<file path="src/rtl/uart_tx_byte_engine.sv">
`default_nettype none
// +----------------------------------------------------------------------------+
// | Module  : uart_tx_byte_engine                                              |
// | Purpose : Holds a 32-bit result word, picks one of its bytes on command    |
// |           and sends it as a single UART 8N1 frame (start, 8 data bits LSB  |
// |           first, stop). tx_busy tells the upstream controller when the     |
// |           next byte may be requested.                                      |
// | Ports   : clk               - system clock, rising edge                    |
// |           reset             - asynchronous, active-low reset               |
// |           result32          - result word to hold                          |
// |           register_result32 - level; load result32 into the hold register |
// |           send_b0..send_b3  - byte select for the next frame (b0 wins)     |
// |           tx_start          - 1-cycle pulse; start a frame                 |
// |           tx_busy           - high while a frame is in progress            |
// |           tx_serial         - UART TX line, idle high                      |
// | Revision: 1.0 - initial release                                            |
// +----------------------------------------------------------------------------+
module uart_tx_byte_engine #(
  parameter int CLK_FREQ  = 100_000_000,
  parameter int BAUD_RATE = 115200
) (
  input  logic        clk,
  input  logic        reset,
  input  logic [31:0] result32,
  input  logic        register_result32,
  input  logic        send_b0,
  input  logic        send_b1,
  input  logic        send_b2,
  input  logic        send_b3,
  input  logic        tx_start,
  output logic        tx_busy,
  output logic        tx_serial
);

  localparam int c_CLKS_PER_BIT = CLK_FREQ / BAUD_RATE;
  localparam int c_CNT_W        = (c_CLKS_PER_BIT > 2) ? $clog2(c_CLKS_PER_BIT) : 1;
  localparam logic [c_CNT_W-1:0] c_BAUD_LAST = c_CNT_W'(c_CLKS_PER_BIT - 1);
  localparam logic [c_CNT_W-1:0] c_BAUD_ONE  = c_CNT_W'(1);

  generate
    if (c_CLKS_PER_BIT < 2) begin : g_bad_baud
      $error("uart_tx_byte_engine: CLK_FREQ/BAUD_RATE must be at least 2");
    end
  endgenerate

  typedef enum logic [1:0] {
    S_IDLE  = 2'd0,
    S_START = 2'd1,
    S_DATA  = 2'd2,
    S_STOP  = 2'd3
  } state_t;

  state_t               r_state;
  logic [c_CNT_W-1:0]   r_baud_cnt;
  logic [2:0]           r_bit_idx;
  logic [7:0]           r_shift;
  logic [31:0]          r_hold;
  logic                 r_tx_serial;
  logic                 r_tx_busy;

  state_t               w_state_nxt;
  logic [c_CNT_W-1:0]   w_baud_nxt;
  logic [2:0]           w_bit_nxt;
  logic [7:0]           w_shift_nxt;
  logic                 w_serial_nxt;
  logic                 w_busy_nxt;
  logic                 w_baud_wrap;
  logic                 w_any_sel;
  logic [7:0]           w_sel_byte;

  assign tx_busy     = r_tx_busy;
  assign tx_serial   = r_tx_serial;
  assign w_baud_wrap = (r_baud_cnt == c_BAUD_LAST);
  assign w_any_sel   = send_b0 | send_b1 | send_b2 | send_b3;

  // Lowest-numbered select wins when several are high.
  always_comb begin
    w_sel_byte = r_hold[31:24];
    if (send_b0)      w_sel_byte = r_hold[7:0];
    else if (send_b1) w_sel_byte = r_hold[15:8];
    else if (send_b2) w_sel_byte = r_hold[23:16];
  end

  // Hold register reloads independently of the frame; the frame works from
  // its own copy in r_shift.
  always_ff @(posedge clk or negedge reset) begin
    if (!reset) begin
      r_hold <= '0;
    end else if (register_result32) begin
      r_hold <= result32;
    end
  end

  always_ff @(posedge clk or negedge reset) begin
    if (!reset) begin
      r_state     <= S_IDLE;
      r_baud_cnt  <= '0;
      r_bit_idx   <= '0;
      r_shift     <= '0;
      r_tx_serial <= 1'b1;
      r_tx_busy   <= 1'b0;
    end else begin
      r_state     <= w_state_nxt;
      r_baud_cnt  <= w_baud_nxt;
      r_bit_idx   <= w_bit_nxt;
      r_shift     <= w_shift_nxt;
      r_tx_serial <= w_serial_nxt;
      r_tx_busy   <= w_busy_nxt;
    end
  end

  // The line level is computed one cycle ahead so that tx_serial comes
  // straight from a flop: each branch sets the level for the coming bit.
  always_comb begin
    w_state_nxt  = r_state;
    w_baud_nxt   = w_baud_wrap ? '0 : (r_baud_cnt + c_BAUD_ONE);
    w_bit_nxt    = r_bit_idx;
    w_shift_nxt  = r_shift;
    w_serial_nxt = r_tx_serial;
    w_busy_nxt   = r_tx_busy;

    case (r_state)
      S_IDLE: begin
        w_baud_nxt   = '0;
        w_serial_nxt = 1'b1;
        w_busy_nxt   = 1'b0;
        if (tx_start && w_any_sel) begin
          w_shift_nxt  = w_sel_byte;
          w_state_nxt  = S_START;
          w_busy_nxt   = 1'b1;
          w_serial_nxt = 1'b0;
        end
      end
      S_START: begin
        if (w_baud_wrap) begin
          w_state_nxt  = S_DATA;
          w_bit_nxt    = 3'd0;
          w_serial_nxt = r_shift[0];
        end
      end
      S_DATA: begin
        if (w_baud_wrap) begin
          if (r_bit_idx == 3'd7) begin
            w_state_nxt  = S_STOP;
            w_serial_nxt = 1'b1;
          end else begin
            w_bit_nxt    = r_bit_idx + 3'd1;
            w_shift_nxt  = r_shift >> 1;
            w_serial_nxt = r_shift[1];
          end
        end
      end
      S_STOP: begin
        if (w_baud_wrap) begin
          w_state_nxt  = S_IDLE;
          w_busy_nxt   = 1'b0;
          w_serial_nxt = 1'b1;
        end
      end
      default: begin
        w_state_nxt  = S_IDLE;
        w_baud_nxt   = '0;
        w_serial_nxt = 1'b1;
        w_busy_nxt   = 1'b0;
      end
    endcase
  end

endmodule
`default_nettype wire

</file>
<file path="config.mk">
export PLATFORM = sky130hd
export DESIGN_NAME = uart_tx_byte_engine
export DESIGN_NICKNAME = d
export VERILOG_FILES = /design/src/rtl/uart_tx_byte_engine.sv
export SDC_FILE = /design/constraint.sdc
export NUM_CORES = 1
export LEC_CHECK = 0
export ABC_CLOCK_PERIOD_IN_PS = 7400
export BUFFER_PORTS_ARGS = -buffer_cell sky130_fd_sc_hd__buf_2
export CAP_MARGIN = 30
export CORE_AREA = 2 2 100 54
export DETAILED_ROUTE_END_ITERATION = 10
export DIE_AREA = 0 0 102 56
export PLACE_DENSITY = 0.89
export SETUP_SLACK_MARGIN = 0.3
export SKIP_LAST_GASP = 1
export SLEW_MARGIN = 20
export SYNTH_ARGS = -nofsm -noshare
export SYNTH_HDL_FRONTEND = slang
export SYNTH_SLANG_ARGS = --single-unit
export TNS_END_PERCENT = 20
</file>
<file path="constraint.sdc">
create_clock -name clk -period 7.4 [get_ports clk]
set_input_delay 0.74 -clock clk [delete_from_list [all_inputs] [get_ports clk]]
set_output_delay 0.74 -clock clk [all_outputs]
set_load 0.1 [all_outputs]
</file>
Yosys cells after proc, flatten, opt, wreduce, memory -nomap -nowiden
Index checks and enable logic that the tools add are counted.
- flip-flop bits (word level): 57
- output and inout bits: 2
- $add $sub $neg: 2
- eq/ne operators: 11
- mux-type cells: 28
- bitwise gates (word level): 3
- reductions and logical operators: 10
- operators with widths (kind ; number):
    2-to-1 mux 8 bit ; 6
    2-to-1 mux 10 bit ; 2
    one-hot mux 8 bit (2 select lines) ; 1
    inequality test 2 bit, second input constant ; 6
    adder 10 x 1 -> 10 bit, second input constant ; 1
    == test 10 bit, second input constant ; 1
    2-to-1 mux 2 bit ; 5
    2-to-1 mux 3 bit ; 3
    one-hot mux 2 bit (4 select lines) ; 1
    AND reduction 4 bit ; 2
    2-to-1 mux 1 bit ; 7
    one-hot mux 3 bit (2 select lines) ; 1
    nonzero test 2 bit ; 3
    AND reduction 5 bit ; 1
    == test 2 bit, second input constant ; 2
    one-hot mux 1 bit (4 select lines) ; 1
    adder 3 x 1 -> 3 bit, second input constant ; 1
    == test 3 bit, second input constant ; 1
    OR 1 bit ; 3
    AND reduction 3 bit ; 1
    == test 2 x 1 -> 1 bit, second input constant ; 1
    logical NOT 2 bit ; 1
    one-hot mux 1 bit (2 select lines) ; 1
    AND reduction 2 bit ; 1
    logical AND 1 bit ; 1

Logic depth before layout (Yosys ltp)
Gate-level depths: netlist (run 1).
- word-level depth: 6
- gate-level depth with buffers: 7
- mapped depth without buffers: 6

Worst setup path before layout (run 1)
Ideal clock, no wire load.
- path type: reg-to-reg
- start point: register r_bit_idx[0]
- end point: register r_shift[0]
- library setup time: 0.125 ns
- data arrival time: 2.213 ns
- slack: 5.062 ns
- stages on the path, launching flop included: 7
- path buffers: 0
- cells stage by stage: dfrtp_1 ha_1 ha_1 or4b_1 or3_4 a21oi_4 mux2_2
- cells in the longest elaborated chain, start to end: 3
- RTL lines (what ; line ; source):
    start, declared ; 55 ; logic [2:0] r_bit_idx;
    start signal, assigned ; 105 ; r_bit_idx <= w_bit_nxt;
    == test 3 bit ; 143 ; if (r_bit_idx == 3'd7) begin
    inequality test 2 bit (no line) ; -- ;
    AND reduction 4 bit (no line) ; -- ;
    end signal, assigned ; 106 ; r_shift <= w_shift_nxt;
    end, declared ; 56 ; logic [7:0] r_shift;
Every way passes these cells.
A chain may end at the register's enable or synchronous reset.

Worst setup path after layout (run 1)
Ends and elaborated chain as after synthesis.

==> impl_results.md, run 1 <==
* Arrival time of the worst setup path at 2740 ps
* Number of diodes at 0
* Post-Syn Area at 2800 µm²
* Worst slew margin at 43.8%
* Slowest-stage cell, CP: or4b_1
* Synth-to-layout area growth at 15.0%
* Final Hold Fails at 0
* Drt total wl at 5.67 mm
* Final setup vio count at 0
* Placed Instances at 338
* Die H at 56 µm
* Drt via density at 5.52
* Multi-input gate area at 1310 µm²
* Die width at 102 µm
* CTS clk-pin slew, worst paths at 60 ps
* CTS Buf Count at 9
* Max-capacitance violation count at 0
* Buf/Inv on CP at 0
* Fillers at 378
* Final Cycle Share at 34.2%
* Clock buffer depth at 2
* Synth cell types at 39
* Final net count at 327
* Core area at 4770 µm²
* Die area at 5710 µm²
* Dpl hpwl at 4.06 mm
* DRC errors left at 0
* First-pass GRT wire length at 9.45 mm
* Register-to-Register Path Depth at 6
* Total gr overflow at 0
* Worst EP required at 7610 ps
* Largest cells by area after synthesis: dfrtp_1, mux2_2, ha_1
* Initial antenna violation count at 0
* Status: finished, final reports clean
* Non-filler instance count after layout at 352
* Post_cts resized at 0
* Number of synthesized flops with an enable pin at 0
* Starting Density at 58.7%
* Tightest Pin Transition at 843 ps
* CP Max Fanout at 8
* Most used cell, CP: ha_1
* Mapped Nets at 285
* Ys flop type: dfrtp_1
* Async SR Flop Fraction at 100%
* Synth Warn # at 0
* Most frequent cell after synthesis: dfrtp_1
* FMAX at 395 MHz
* Post-synth top cells: dfrtp_1, mux2_2, a21oi_1
* RSZ-0062 raised after global routing: no
* Synth Area per Inst at 11.8 µm²
* Post-Synthesis Cells at 237
* Routed Antenna Nets at 0
* Number of global-route vias before repair at 1962
* Setup TNS at 0 ps
* Top delay family on crit path: simple AND/OR/NAND/NOR gates
* Yosys reg bits at 57
* Crit-path max cell delay at 480 ps
* Register area share after synthesis at 50.9%
* CP Capture Point: r_shift[0]$_DFFE_PN0P_
* IO buf count at 41
* Leakage at 0.00144 µW
* CP Launch Type: register
* I/O Pins at 42
* Initial drt markers at 145
* CTS H-tree depth at 3
* FF-to-FF setup slack at 4870 ps
* Slew Viols, Final at 0
* Post-layout min period at 2530 ps
* Root Driver: clkbuf_8
* Worst path cell trace: ha_1 -> ha_1 -> or4b_1 -> or3_4 -> a21oi_4 -> mux2_2
* Final core occ at 67.6%
* WHS at 487 ps
* Top cell type's share of synthesized area at 50.0%
* PD cells at 200 nW/µm²
* GRT Total Usage at 22.0%
* Hold buffer count at CTS at 0
* Routed length per instance at 16.1 µm
* DR vias at 1942
* Start of the worst register-to-register path: r_bit_idx[0]$_DFFE_PN0P_
* Seq. cell area at 1430 µm²
* Clock skew at 8.56 ps
* WS Path Type: register to register
* CP Launch Point: r_bit_idx[0]$_DFFE_PN0P_
* Clock Sinks at 57
* Worst R2R End: r_shift[0]$_DFFE_PN0P_
* Overall power at 646 µW
* Worst min-delay path class: register to register
* Largest net degree at the start of global routing at 58
* Instance count on the critical path at 6
* Layout cells sized above 1 at 36.5%
* Row Count at 18
* RD Place Congestion at 0.785
* Postcts setup bufs at 0
* Crit. End Element: register
* Max IR drop VDD at 0.123 mV
* CTS tree: built
* Pre-Repair DR Iteration Count at 4
* Largest area contributor in the netlist: dfrtp_1
* Worst skew pair latency at 330 ps
power by group:
group / leakage [µW] / switching, µW / internal (µW)
Sequential: 0.000690 / 9.84 / 330
Clock: 0.0000826 / 108 / 136
Combinational: 0.000664 / 27.7 / 34.0
layer usage:
| metal | share of wire (%) | GRT usage, % | vias to the layer above | routed length [µm] |
|---|---|---|---|---|
| met4 | 1.4 | 8.95 | 0 | 80 |
| li1 | - | - | 935 | - |
| met2 | 43 | 30.7 | 40 | 2440 |
| met5 | 0 | 0 | - | 0 |
| met1 | 52 | 31.3 | 956 | 2940 |
| met3 | 3.7 | 7.16 | 11 | 209 |
cell usage in the layout, fill, tap and decap left out, types with 2 or more instances in the layout:
cell	instances
o21ai_0	7
xnor2_1	3
nand3_1	4
mux2_2	45
nand2b_1	12
nand2_1	9
nand4_1	2
dfrtp_1	56
xor2_1	4
buf_2	41
o22ai_1	2
mux2i_1	4
inv_1	5
a21oi_1	15
ha_1	8
o211ai_1	8
clkbuf_8	11
clkbuf_1	3
mux2_1	2
or3_1	2
a22o_1	3
nor2_1	12
nor2b_1	6
logic make-up (layout without fill, tap and decap cells):
logic type	Yosys count	in the layout	synth area share, %
DFF	57	57	50.9
muxes	51	51	20.3
buffers and inverters	17	62	2.28
and+or+nand+nor	56	56	11.2
adders and majority gates	8	8	3.57
xor gates and xnor gates	7	7	2.19
AOI/OAI and AO/OA	41	41	9.51
worst min path at each step:
| stage | from | end | depth (start not counted) |
|---|---|---|---|
| 3_3_place_gp | r_baud_cnt[0]$_DFF_PN0_ | r_baud_cnt[0]$_DFF_PN0_ | 1 |
| 2_1_floorplan | reset | r_baud_cnt[0]$_DFF_PN0_ | 0 |
| 6_report | r_baud_cnt[0]$_DFF_PN0_ | r_baud_cnt[0]$_DFF_PN0_ | 1 |
| 4_1_cts | r_shift[5]$_DFFE_PN0P_ | r_shift[5]$_DFFE_PN0P_ | 1 |
| 5_1_grt | r_shift[5]$_DFFE_PN0P_ | r_shift[5]$_DFFE_PN0P_ | 1 |
| 3_5_place_dp | r_shift[5]$_DFFE_PN0P_ | r_shift[5]$_DFFE_PN0P_ | 1 |
layout make-up:
class / count / share of cell area [%]
multi-input cells: 163 / 40.7
flip-flops and latches: 57 / 44.3
well taps: 70 / 2.72
clock buffers: 14 / 5.04
inverters: 6 / 0.698
repair buffers: 42 / 6.59
through the flow:
stage | area [µm²] | worst slack [ps]
2_1_floorplan | 2800 | 5060
3_3_place_gp | 3060 | 4980
3_5_place_dp | 3060 | 4890
4_1_cts | 3230 | 4880
5_1_grt | 3230 | 4780
6_report | 3230 | 4870
flip-flops by register name, indices dropped and copies added (netlist names):
signal / flops
tx_serial: 1
r_shift: 8
r_baud_cnt: 10
tx_busy: 1
r_bit_idx: 3
r_state: 2
r_hold: 32
No activity file was read; power rests on OpenSTA's default activity.
==> inputs of run 2 (changes only) <==
--- a/config.mk
+++ b/config.mk
@@ -5,13 +5,13 @@
 export SDC_FILE = /design/constraint.sdc
 export NUM_CORES = 1
 export LEC_CHECK = 0
-export ABC_CLOCK_PERIOD_IN_PS = 7400
+export ABC_CLOCK_PERIOD_IN_PS = 2100
 export BUFFER_PORTS_ARGS = -buffer_cell sky130_fd_sc_hd__buf_2
 export CAP_MARGIN = 30
-export CORE_AREA = 2 2 100 54
+export CORE_AREA = 2 2 108 58
 export DETAILED_ROUTE_END_ITERATION = 10
-export DIE_AREA = 0 0 102 56
-export PLACE_DENSITY = 0.89
+export DIE_AREA = 0 0 110 60
+export PLACE_DENSITY = 0.82
 export SETUP_SLACK_MARGIN = 0.3
 export SKIP_LAST_GASP = 1
 export SLEW_MARGIN = 20
==> constraint.sdc (replaced) <==
create_clock -name clk -period 2.1 [get_ports clk]
set_input_delay 0.21 -clock clk [delete_from_list [all_inputs] [get_ports clk]]
set_output_delay 0.21 -clock clk [all_outputs]
set_load 0.1 [all_outputs]
==> run 2 against run 1 <==
The run now ends with negative setup slack left. Combinational power rose to 3.7 times the previous value. First-iteration DRC count fell by 21%. Non-clock buffer count rose by 19. Cell area rose by 7.8%. Worst hold slack got worse by 390 ps. Flip-flop and latch count did not move.
==> impl_results.md, run 2 (same netlist as run 1, synthesis figures left out) <==
* Crit. End Element: register
* First-pass GRT wire length at 10.5 mm (+11%)
* Failing checks: negative setup slack
* Final net count at 346 (+5.8%)
* Tightest Pin Transition at 715 ps (-128 ps)
* GRT Total Usage at 22.4% (+0.42 points)
* Worst min-delay path class: primary input to register
* Clock share of power at 43.1% (+5.2 points)
* Final Cycle Share at 110% (+76 points)
* Clock Sinks at 57 (unchanged)
* Slew Viols, Final at 0 (unchanged)
* Clock skew at 8.20 ps (-0.358 ps)
* CTS clk-pin slew, worst paths at 70 ps (about the same)
* Die width at 110 µm (+7.8%)
* RSZ-0062 raised after global routing: yes
* CTS H-tree depth at 3 (unchanged)
* Worst slew margin at 52.4% (+8.5 points)
* Hold Path Origin: result32[10]
* DP Area at 3220 µm² (+5.2%)
* Root Driver: clkbuf_8
* Number of global-route vias before repair at 2093 (+6.7%)
* WS Path Type: register to register
* Total gr overflow at 0 (unchanged)
* Pre-Repair DR Iteration Count at 4 (unchanged)
* Post-route cell area at 3480 µm² (+7.8%)
* Top delay family on crit path: simple AND/OR/NAND/NOR gates
* Starting Density at 48.9% (-9.8 points)
* Seq. cell area at 1430 µm² (unchanged)
* Crit-path max cell delay at 460 ps (-20 ps)
* Post-layout min period at 2310 ps (-219 ps)
* Arrival time of the worst setup path at 2540 ps (-200 ps)
* Most frequent cells in the layout: dfrtp_1, mux2_2, buf_2
* Status: finished, violations left
* Max-capacitance violation count at 0 (unchanged)
* Worst skew pair latency at 340 ps (about the same)
* FMAX at 432 MHz (+9.5%)
* CTS Buf Count at 9 (unchanged)
* Commonest non-fill, non-tap cell in the layout: dfrtp_1
* Register with the most flip-flops: r_hold
* Number of diodes at 0 (unchanged)
* IO buf count at 41 (unchanged)
* Buf/Inv on CP at 1 (+1)
* Routed length per instance at 16.6 µm (+2.8%)
* Initial antenna violation count at 0 (unchanged)
* CTS tree: built
* Final setup vio count at 8 (+8)
* Final Hold Fails at 0 (unchanged)
* Clock buffer depth at 2 (unchanged)
* Dpl hpwl at 4.46 mm (+9.6%)
* Placement Setup Slack at -235 ps (-5130 ps)
* Non-filler instance count after layout at 380 (+8.0%)
* Biggest regs: r_hold x32, r_baud_cnt x10, r_shift x8
* Start of the worst register-to-register path: r_bit_idx[1]$_DFFE_PN0P_
* RD Place Congestion at 0.824 (+5.0%)
* CP Launch Type: register
* Multi-input gate area at 1340 µm² (+1.7%)
* Sequential share of power at 47.8% (-4.8 points)
* Die H at 60 µm (+7.1%)
* Drt total wl at 6.29 mm (+11%)
* Logic pwr share at 9.1% (-0.5 points)
* Placed Instances at 361 (+6.8%)
* DR vias at 2050 (+5.6%)
* Max IR drop VDD at 0.428 mV (+250%)
* Die area at 6600 µm² (+16%)
* Largest net degree at the start of global routing at 35 (-40%)
* Worst path cell trace: ha_2 -> ha_4 -> or4b_1 -> or3_4 -> a21oi_4 -> buf_12 -> mux2_2
* Core area at 5730 µm² (+20%)
* Sw Ratio at 23.9% (+1.3 points)
* DRC errors left at 0 (unchanged)
* Leakage at 0.00156 µW (+8.3%)
* WHS at 96.4 ps (-391 ps)
* Int Pwr at 1900 µW (+280%)
* Max reg flops at 32 (unchanged)
* Drt via density at 5.39 (-2.2%)
* Worst EP required at 2320 ps (-5290 ps)
* CP Max Fanout at 8 (unchanged)
* PD cells at 719 nW/µm² (+260%)
* Routed Antenna Nets at 0 (unchanged)
* I/O Pins at 42 (unchanged)
* Fillers at 458 (+21%)
* Synth-to-layout area growth at 24.1%
* Layout cells sized above 1 at 42.2% (+5.7 points)
* Row Count at 20 (+2)
* Initial drt markers at 114 (-21%)
* Psw at 598 µW (+310%)
* Slowest-stage cell, CP: or4b_1
* Fin worst setup slack at -214 ps (-5080 ps)
* CP Launch Point: r_bit_idx[1]$_DFFE_PN0P_
-- run 2: power by group through the flow --
stage          combinational, µW  clock (µW)  sequential [µW]
4_1_cts                      230        1100             1200
3_3_place_gp                 215           0             1210
3_5_place_dp                 225           0             1220
5_1_grt                      253        1160             1200
6_report                     228        1080             1200
2_1_floorplan                136           0             1200
-- run 2: what timing repair did --
| action | CTS | global route |
|---|---|---|
| hold buffers | 1 | 0 |
| buffers inserted | 1 | 1 |
| cloned | 0 | 0 |
| endpoints found under the hold margin | 22 | 0 |
| pin swaps | 1 | 2 |
| resized for setup | 0 | 1 |
| setup endpoints to repair | 23 | 23 |
-- run 2: layout make-up --
type | instances | area share [%]
Inverter | 6 | 0.647
Sequential cell | 57 | 41.0
Clock inverter | 5 | 1.80
Timing Repair Buffer | 61 | 11.0
Clock buffer | 11 | 4.35
Tap cell | 77 | 2.77
Multi-Input combinational cell | 163 | 38.4
-- run 2: path summary, 6_finish.rpt --
| path | end | slack (ps) | depth (start not counted) |
|---|---|---|---|
| max | r_shift[4]$_DFFE_PN0P_ | -210 | 7 |
| min | r_hold[10]$_DFFE_PN0P_ | 100 | 2 |
| max reg2reg | r_shift[4]$_DFFE_PN0P_ | -210 | 7 |
| min reg2reg | r_shift[5]$_DFFE_PN0P_ | 500 | 1 |
| max in group asynchronous | r_hold[4]$_DFFE_PN0P_ | 1140 | 3 |
| min in group asynchronous | r_hold[9]$_DFFE_PN0P_ | 380 | 2 |
-- run 2: through the flow --
step	total power [µW]	TNS, ps	utilization [%]
6_report	2500	-1380	60.7
5_1_grt	2620	-2660	60.7
4_1_cts	2530	-1480	60.5
3_5_place_dp	1440	-1550	56.2
3_3_place_gp	1420	-1180	56.2
2_1_floorplan	1340	-1080	-
-- run 2: metal layers --
metal	global-route usage, %	up-vias	routed length [µm]
met4	6.69	0	93
li1	-	976	-
met1	30.3	997	2990
met3	9.05	10	462
met5	0	-	0
met2	33.3	67	2750
